$ cat src/rtl/fwd_scoreboard_unit.sv
// rtl/fwd_scoreboard_unit.sv - superscalar operand-forward scoreboard with load-use and split-issue control
//
// Purpose: tracks destination tags of instructions issued into the pipeline
// and produces registered forward selects aligned with the bundle in EX. It
// also detects load-use and intra-bundle RAW hazards and issues an in-order
// prefix of the bundle.
//
// Ports:
//   clk, reset             rising-edge clock, synchronous active-high reset
//   id_valid/rs/rt/rd      per-lane ID-stage instruction fields (lane i at [i*RB +: RB])
//   id_regwrite/memread    lane writes rd / lane is a load
//   pipe_hold              freeze tracker and EX outputs, block issue
//   flush                  squash the bundle issuing this cycle
//   issue_ok, stall        combinational issue mask and hazard stall
//   ex_valid, ex_fwd_a/b   registered per-lane EX valid and forward selects
//                          (0 = register file, else (s-1)*LANES + l + 1)

module fwd_scoreboard_unit #(
  parameter int LANES  = 2,
  parameter int STAGES = 3,
  parameter int RB     = 5,
  localparam int SW    = $clog2((STAGES-1)*LANES+1)
) (
  input  logic                  clk,
  input  logic                  reset,
  input  logic [LANES-1:0]      id_valid,
  input  logic [LANES*RB-1:0]   id_rs,
  input  logic [LANES*RB-1:0]   id_rt,
  input  logic [LANES*RB-1:0]   id_rd,
  input  logic [LANES-1:0]      id_regwrite,
  input  logic [LANES-1:0]      id_memread,
  input  logic                  pipe_hold,
  input  logic                  flush,
  output logic [LANES-1:0]      issue_ok,
  output logic                  stall,
  output logic [LANES-1:0]      ex_valid,
  output logic [LANES*SW-1:0]   ex_fwd_a,
  output logic [LANES*SW-1:0]   ex_fwd_b
);

  // Only T1..T[STAGES-1] are stored: the last stage writes a write-first
  // register file, so its tags would never be looked at.
  localparam int NS = STAGES - 1;

  logic [NS-1:0][LANES-1:0]         r_t_valid;
  logic [NS-1:0][LANES-1:0][RB-1:0] r_t_rd;
  logic [NS-1:0][LANES-1:0]         r_t_load;

  logic [LANES-1:0]                 r_ex_valid;
  logic [LANES-1:0][SW-1:0]         r_ex_fwd_a;
  logic [LANES-1:0][SW-1:0]         r_ex_fwd_b;

  logic [LANES-1:0]                 w_hazard;
  logic [LANES-1:0]                 w_blocked;
  logic [LANES-1:0]                 w_issue;
  logic                             w_stall;
  logic [LANES-1:0][SW-1:0]         w_code_a;
  logic [LANES-1:0][SW-1:0]         w_code_b;

  function automatic logic f_match(input logic [RB-1:0] src, input logic [RB-1:0] rd);
    return (src != '0) && (src == rd);
  endfunction

  always_comb begin
    w_hazard = '0;
    w_code_a = '0;
    w_code_b = '0;
    for (int i = 0; i < LANES; i++) begin
      // Walk from oldest stage / oldest lane to youngest so the last hit
      // wins: lowest stage first, highest lane within a stage.
      for (int s = NS - 1; s >= 0; s--) begin
        for (int l = 0; l < LANES; l++) begin
          if (r_t_valid[s][l] && f_match(id_rs[i*RB +: RB], r_t_rd[s][l]))
            w_code_a[i] = SW'(s*LANES + l + 1);
          if (r_t_valid[s][l] && f_match(id_rt[i*RB +: RB], r_t_rd[s][l]))
            w_code_b[i] = SW'(s*LANES + l + 1);
        end
      end
      // Load-use: the load's data is not available until it leaves T1.
      for (int l = 0; l < LANES; l++) begin
        if (r_t_valid[0][l] && r_t_load[0][l] &&
            (f_match(id_rs[i*RB +: RB], r_t_rd[0][l]) ||
             f_match(id_rt[i*RB +: RB], r_t_rd[0][l])))
          w_hazard[i] = id_valid[i];
      end
      // Intra-bundle RAW against any older lane writing a register.
      for (int j = 0; j < i; j++) begin
        if (id_valid[j] && id_regwrite[j] && (id_rd[j*RB +: RB] != '0) &&
            (f_match(id_rs[i*RB +: RB], id_rd[j*RB +: RB]) ||
             f_match(id_rt[i*RB +: RB], id_rd[j*RB +: RB])))
          w_hazard[i] = id_valid[i];
      end
    end
  end

  // A hazard in any older lane blocks every younger lane (in-order prefix).
  always_comb begin
    w_blocked = '0;
    w_issue   = '0;
    w_stall   = 1'b0;
    for (int i = 0; i < LANES; i++) begin
      w_blocked[i] = w_hazard[i] | ((i == 0) ? 1'b0 : w_blocked[i-1]);
      w_issue[i]   = id_valid[i] & ~pipe_hold & ~w_blocked[i];
      w_stall      = w_stall | (id_valid[i] & w_blocked[i]);
    end
  end

  always_ff @(posedge clk) begin
    if (reset) begin
      r_t_valid  <= '0;
      r_t_rd     <= '0;
      r_t_load   <= '0;
      r_ex_valid <= '0;
      r_ex_fwd_a <= '0;
      r_ex_fwd_b <= '0;
    end else if (!pipe_hold) begin
      for (int s = NS - 1; s >= 1; s--) begin
        r_t_valid[s] <= r_t_valid[s-1];
        r_t_rd[s]    <= r_t_rd[s-1];
        r_t_load[s]  <= r_t_load[s-1];
      end
      for (int l = 0; l < LANES; l++) begin
        r_t_valid[0][l]  <= w_issue[l] & ~flush & id_regwrite[l] & (id_rd[l*RB +: RB] != '0);
        r_t_rd[0][l]     <= id_rd[l*RB +: RB];
        r_t_load[0][l]   <= id_memread[l];
        r_ex_valid[l]    <= w_issue[l] & ~flush;
        // Squashed or unissued lanes carry a neutral select into EX.
        r_ex_fwd_a[l]    <= (w_issue[l] && !flush) ? w_code_a[l] : '0;
        r_ex_fwd_b[l]    <= (w_issue[l] && !flush) ? w_code_b[l] : '0;
      end
    end
  end

  assign issue_ok = w_issue;
  assign stall    = w_stall;
  assign ex_valid = r_ex_valid;
  assign ex_fwd_a = r_ex_fwd_a;
  assign ex_fwd_b = r_ex_fwd_b;

endmodule

$ cat config.mk
export PLATFORM = sky130hd
export DESIGN_NAME = fwd_scoreboard_unit
export DESIGN_NICKNAME = d
export VERILOG_FILES = /design/src/rtl/fwd_scoreboard_unit.sv
export SDC_FILE = /design/constraint.sdc
export NUM_CORES = 1
export LEC_CHECK = 0
export CAP_MARGIN = 25
export CELL_PAD_IN_SITES_DETAIL_PLACEMENT = 1
export CELL_PAD_IN_SITES_GLOBAL_PLACEMENT = 2
export CORE_UTILIZATION = 28
export CTS_CLUSTER_SIZE = 25
export DETAILED_ROUTE_END_ITERATION = 12
export PLACE_DENSITY = 0.86
export SYNTH_ARGS = -nofsm -noshare
export SYNTH_HDL_FRONTEND = slang
export SYNTH_SLANG_ARGS = --single-unit
$ cat constraint.sdc
create_clock -name clk -period 2.23 [get_ports clk]
set_input_delay 0.3345 -clock clk [delete_from_list [all_inputs] [get_ports clk]]
set_output_delay 0.3345 -clock clk [all_outputs]
set_load 0.01 [all_outputs]
==> results of run 1 <==
## state kept, by name (all words and copies together) (netlist names)
register   count
ex_fwd_a       6
ex_fwd_b       6
ex_valid       2
r_t_load       2
r_t_rd        20
r_t_valid      4
## worst max-delay path by stage
| stage | start | end | slack, ns |
|---|---|---|---|
| 6_report | id_rt[7] | issue_ok[1] | -0.36 |
| 5_1_grt | id_rt[7] | issue_ok[1] | -0.44 |
| 4_1_cts | id_rt[7] | issue_ok[1] | -0.41 |
| 3_5_place_dp | id_rt[7] | issue_ok[1] | -0.99 |
| 3_3_place_gp | id_rt[6] | stall | -0.95 |
| 2_1_floorplan | id_rs[7] | issue_ok[1] | -0.11 |
## cell type report
type / instances / area [um2] / share of cell area
Multi-Input combinational cell: 270 / 2380 / 0.486
Timing Repair Buffer: 166 / 1410 / 0.288
Sequential cell: 40 / 821 / 0.168
Tap cell: 136 / 170 / 0.0348
Inverter: 1 / 3.75 / 0.000768
Clock buffer: 5 / 68.8 / 0.0141
Clock inverter: 3 / 42.5 / 0.00870
## cells in the final DEF (no fill, tap or decap), drive strengths merged, types with 9 or more instances in the layout
cell	synthesis	routed
buf	12	121
nor2	31	31
xnor2	61	61
nand4	12	12
nor4	14	14
nand3	12	12
dfxtp	40	40
xor2	29	29
or4	9	9
nand2	31	31
clkdlybuf4s50	0	28
mux2i	24	24
## cell families (layout without fill, tap and decap cells)
kind of cell | after synthesis | in the layout
buffers and inverters | 51 | 175
AOI/OAI and AO/OA | 34 | 34
and+or+nand+nor | 122 | 122
xor gates and xnor gates | 90 | 90
DFF | 40 | 40
muxes | 24 | 24
## routing by layer
| metal | GRT usage | up-vias |
|---|---|---|
| li1 | - | 1468 |
| met4 | 0.0936 | 0 |
| met1 | 0.253 | 1528 |
| met5 | 0 | - |
| met2 | 0.418 | 98 |
| met3 | 0.0337 | 45 |
## power by group through the flow
stage | combinational [mW] | sequential [mW] | clock [mW]
detailed placement | 0.512 | 0.784 | 0
global placement | 0.495 | 0.783 | 0
global route | 0.651 | 0.773 | 0.665
CTS | 0.587 | 0.768 | 0.624
finish | 0.616 | 0.771 | 0.620
floorplan | 0.302 | 0.759 | 0
## what timing repair did
item | in CTS | in global routing
pin swaps | 44 | 21
setup buffers | 27 | 5
gates resized for setup | 129 | 31
setup endpoints to repair | 16 | 14
## critical path, stage by stage
cell	delay [ns]
buf_6	0.09
or4_4	0.54
nor2_4	0.22
nor4_4	0.06
o211ai_1	0.28
o311ai_4	0.16
buf_4	0.17
nor4b_4	0.24
buf_2	0.16
## metrics by stage
| step | cell area, um2 | setup slack (ns) | instances | util | hold slack (ns) |
|---|---|---|---|---|---|
| floorplan | 3040 | -0.108 | 361 | - | 0.467 |
| global placement | 4220 | -0.945 | 595 | 0.411 | 0.438 |
| detailed placement | 4220 | -0.995 | 595 | 0.411 | 0.443 |
| CTS | 4770 | -0.408 | 623 | 0.464 | 0.456 |
| global route | 4890 | -0.439 | 621 | 0.476 | 0.472 |
| finish | 4890 | -0.362 | 621 | 0.476 | 0.449 |
==> impl_metrics.yaml, run 1 <==
power:
  ir_worst_vdd_v: 0.000233
  p_seq_frac: 0.384
  swShare: 0.314
  pwr-share-clk: 0.309
  power_mw: 2.01
  pwr-share-comb: 0.307
  total_leakage_power_nw: 1.96
  intPower_mw: 1.38
  power.density_mw_per_mm2: 411
  switching_power_uw: 630
sta:
  worstMarginPinSlew_ns: 0.456
  slew_viol_final: 0
  fin_ws_ns: -0.362
  timing.final.crit_share: 1.16
  setup_viol: 4
  max_clock_freq_ghz: 0.386
  min_period_ns: 2.59
  max_slew_margin: 0.692
  fin_skew_ns: 0.00822
  final_hold_viol_count: 0
  totalNegativeSetupSlack_ns: -0.863
  rsz0062_at_grt: "true"
floorplan:
  die_w_um: 105
  core_area_mm2: 0.0103
  die_h_um: 105
  start_util: 0.288
  rows: 37
  ios: 57
  die_area_mm2: 0.0110
clock_network:
  clk_pin_slew_ns: 0.09
  cts_tree: "yes"
  clk-insertion-delay-late_ns: 0.30
  cts_max_path_buffers: 2
  clock-root-buffer: "clkbuf_8"
  cts_sinks: 40
  cts_made_buffers: 5
  ctsHtreeMaxLevel: 2
  cts_hold_buf: 0
synth:
  synthFlopType: "dfxtp_1"
  yosys-mux-area-fraction: 0.0812
  synth_top_area_share: 0.271
  syn_avg_cell_area_um2: 8.19
  synth_edf_count: 0
  seq_area_frac_synth: 0.271
  netlist-cell-type-count: 38
  synth.most_common_cell: "xnor2_1"
  synth_commonest_cells: "xnor2_1 (61), dfxtp_1 (40), clkbuf_1 (34)"
  synth_compound_area_frac: 0.0821
  synth-simple-area-share: 0.216
  synth_fp_nets: 401
  synth_area_leaders: "dfxtp_1 (27%), xnor2_1 (18%), xor2_1 (8.6%), mux2i_1 (8.1%), clkbuf_1 (4.3%)"
  syn_area_mm2: 0.00296
  async_reset_ff_frac: 0
  synth_seq_cells: 40
  synth.largest_area_cell: "dfxtp_1"
  synth_top_family_by_area: "XOR/XNOR gates"
  synthAdderAreaFrac: 0
  yosys_warnings: 0
  synth-xor-area-share: 0.266
  netlist_instances: 361
setup_path:
  rr_worst_depth: 10
  cp_data_arrival_time_ns: 2.26
  critPathLaunchType: "input port"
  crit_type: "input port to primary output"
  r2r_slack_ns: 0.12
  end_kind: "primary output"
  r2r_end: "r_t_valid[0]"
  worstPathRequired_ns: 1.90
  cp_max_fo: 4
  r2r_start: "r_t_rd[9]"
grt:
  antenna_found_initial: 0
  grt_pass1_wl_um: 19000
  grt_usage: 0.225
  grt_start_max_net_pins: 26
  grt-ovfl-total: 0
  first_global_vias: 3485
place:
  place_congestion: 0.951
  post-dp-hpwl_um: 8070
  port_buffers: 56
drt:
  post-route-drc-count: 0
  wl_um: 12000
  drt-met1-wl_um: 4780
  dr.pass1.iters: 6
  highest_layer: "met4"
  route.met2.wl_um: 6260
  wire_per_inst_um: 19.3
  wl_met3_um: 425
  drtIter0Drc: 123
  antenna_left: 0
  vias: 3139
  routed_via_density: 5.05
layout:
  layout-drive-gt1-share: 0.412
  fill_cells: 1178
  n_antenna_cell: 0
  num-nets-final: 524
  syn2layout_area_growth_pct: 65.3
min_path:
  hold_depth: 2
  hp-start: "ex_fwd_a[2]"
  worstHoldPathType: "flop to flop"
  min_to: "ex_fwd_a[2]"
run_status:
  status: "complete, but fails checks"
  violations: "setup timing"
flow_run:
  drv_cap: 0
No activity file was read; power rests on OpenSTA's default activity.
==> inputs of run 2 (changes only) <==
ABC_CLOCK_PERIOD_IN_PS = 2230   (was unset)
==> results of run 2 <==
Same layout as run 1: the final DEF is identical, and so are final timing and power.
==> inputs of run 3 (changes only) <==
CORE_MARGIN = 2   (was unset)
==> run 3 against run 2 <==
  * The run still ends with setup timing left
  * Final area shrank 4.8%
  * Sequential share of layout area is 0.57 points higher
  * Register-to-register slack better by 0.03 ns
  * Critical path depth down 1
  * Worst setup slack worse by 0.034 ns
  * Final cell count decreased by 0.32%
  * Die area increased by 3.9%
  * Maximum frequency is 1.3% lower
  * Via count fell by 4.7%
  * First-iteration DRC count decreased by 33%
  * Critical path type unchanged
  * Largest cell class unchanged
==> impl_metrics.yaml, run 3 (synthesis gave the netlist of run 1 again) <==
power:
  pwr-share-comb: 0.287
  intPower_mw: 1.35
  ir_worst_vdd_v: 0.000213
  pwr-share-clk: 0.313
  switching_power_uw: 575
  p_seq_frac: 0.400
  swShare: 0.298
  power_mw: 1.93
  power.density_mw_per_mm2: 414
  total_leakage_power_nw: 1.86
setup_path:
  crit_type: "input port to primary output"
  slowest_delay_ns: 0.55
  cpMostUsedCell: "buf_4"
  critical_path_buf_inv_count: 4
  r2r_start: "r_t_rd[7]"
  rr_worst_depth: 8
  worstPathRequired_ns: 1.90
  cp_data_arrival_time_ns: 2.29
  worstPathCellList: "clkdlybuf4s50_1 -> or4_1 -> o21ai_2 -> buf_4 -> o311ai_4 -> buf_4 -> nor4b_4 -> buf_2"
  critPathLaunchType: "input port"
  end_kind: "primary output"
  r2r_slack_ns: 0.15
  cp_max_fo: 3
  crit_family: "buffers and inverters"
  r2r_end: "ex_fwd_b[5]"
  cp_slowest_cell: "or4_1"
sta:
  fin_skew_ns: 0.0106
  slew_viol_final: 0
  max_slew_margin: 0.653
  final_hold_viol_count: 0
  max_clock_freq_ghz: 0.381
  min_period_ns: 2.63
  setup_viol: 4
  rsz0062_at_grt: "true"
  fin_ws_ns: -0.396
  timing.final.crit_share: 1.18
  worstMarginPinSlew_ns: 0.513
floorplan:
  start_util: 0.288
  rows: 37
  ios: 57
  core_area_mm2: 0.0103
  die_area_mm2: 0.0114
  die_w_um: 107
  die_h_um: 107
grt:
  grt_usage: 0.200
  grt_start_max_net_pins: 26
  antenna_found_initial: 0
  first_global_vias: 3320
  grt_pass1_wl_um: 17700
  grt-ovfl-total: 0
layout:
  regArea_um2: 808
  final_cell_mix: "buf_4 (97), xnor2_1 (58), dfxtp_1 (36), clkdlybuf4s50_1 (31), nand2_1 (30)"
  syn2layout_area_growth_pct: 57.4
  utilization: 0.453
  num-nets-final: 522
  layout_commonest_cell: "buf_4"
  fill_cells: 1198
  regMostFlops: "r_t_rd"
  layout-drive-gt1-share: 0.360
  largest_reg_flops: 20
  n_antenna_cell: 0
  fin_cells: 619
  multi_input_area_mm2: 0.00220
place:
  place_congestion: 0.889
  post-dp-hpwl_um: 8160
  port_buffers: 56
  dp_cells: 594
  place_ws_ns: -1.03
run_status:
  violations: "setup timing"
  status: "complete, but fails checks"
drt:
  dr.pass1.iters: 4
  post-route-drc-count: 0
  vias: 2990
  antenna_left: 0
  routed_via_density: 4.83
  wire_per_inst_um: 17.7
  wl_um: 11000
  drtIter0Drc: 83
clock_network:
  clk_pin_slew_ns: 0.07
  clock-root-buffer: "clkbuf_8"
  cts_made_buffers: 5
  cts_sinks: 40
  clk-insertion-delay-late_ns: 0.30
  cts_tree: "yes"
  ctsHtreeMaxLevel: 2
  cts_max_path_buffers: 2
min_path:
  worstHoldPathType: "flop to flop"
  hold_depth: 2
  min_to: "ex_valid[0]"
  hp-start: "ex_valid[0]"
flow_run:
  drv_cap: 0
[run 3: cell count changes in the layout (fill, tap and decap cells not counted), moves of 4 or more]
cell | before | now
xnor2_1 | 49 | 58
xnor2_2 | 12 | 3
dfxtp_1 | 32 | 36
o21ai_0 | 3 | 7
clkbuf_2 | 1 | 5
[run 3: worst max-delay path by stage]
stage | slack [ns] | depth (start not counted) | to | start
3_5_place_dp | -1.03 | 9 | stall | id_rt[6]
2_1_floorplan | -0.11 | 7 | issue_ok[1] | id_rs[7]
3_3_place_gp | -0.96 | 9 | stall | id_rt[6]
4_1_cts | -0.43 | 9 | issue_ok[1] | id_rt[7]
5_1_grt | -0.51 | 9 | issue_ok[1] | id_rt[6]
6_report | -0.40 | 8 | issue_ok[1] | id_rd[1]
[run 3: power by group through the flow]
| stage | sequential (mW) | combinational, mW | clock, mW |
|---|---|---|---|
| 2_1_floorplan | 0.759 | 0.302 | 0 |
| 3_5_place_dp | 0.787 | 0.506 | 0 |
| 5_1_grt | 0.775 | 0.595 | 0.651 |
| 6_report | 0.772 | 0.554 | 0.604 |
| 4_1_cts | 0.771 | 0.542 | 0.621 |
| 3_3_place_gp | 0.786 | 0.491 | 0 |
[run 3: what timing repair did]
item                       4_1_cts  5_1_grt
hold buffers                     0        0
buffers inserted                25        7
gates resized for setup        102       24
setup endpoints to repair       13       13
pin swaps                       34       28
[run 3: worst register-to-register path, stage by stage, from the launching register on]
cell and delay, ns:
dfxtp_1 0.38, buf_12 0.13, xor2_1 0.30, nor4_4 0.09, buf_4 0.15, buf_6 0.10, and2_4 0.14, or4bb_1 0.49
o31ai_2 0.20
[run 3: area by class of cell]
type	instances	area share
clock inverters	2	0.00752
multi-input cells	270	0.472
clock buffers	6	0.0156
repair buffers	164	0.294
inverters	1	0.000806
flip-flops and latches	40	0.174
well taps	136	0.0365
[run 3: per-stage QoR]
step | setup TNS (ns) | hold WS (ns) | area (um2)
floorplan | -0.129 | 0.467 | 3040
global placement | -7.30 | 0.433 | 4220
detailed placement | -8.84 | 0.440 | 4220
CTS | -1.14 | 0.458 | 4660
global route | -1.23 | 0.501 | 4660
finish | -0.821 | 0.453 | 4660
[run 3: layer usage]
layer | global-route usage | vias to the layer above | share of wire
li1 | - | 1463 | -
met1 | 0.235 | 1460 | 0.43
met2 | 0.376 | 52 | 0.52
met3 | 0.0280 | 15 | 0.030
met4 | 0.0557 | 0 | 0.021
met5 | 0 | - | 0
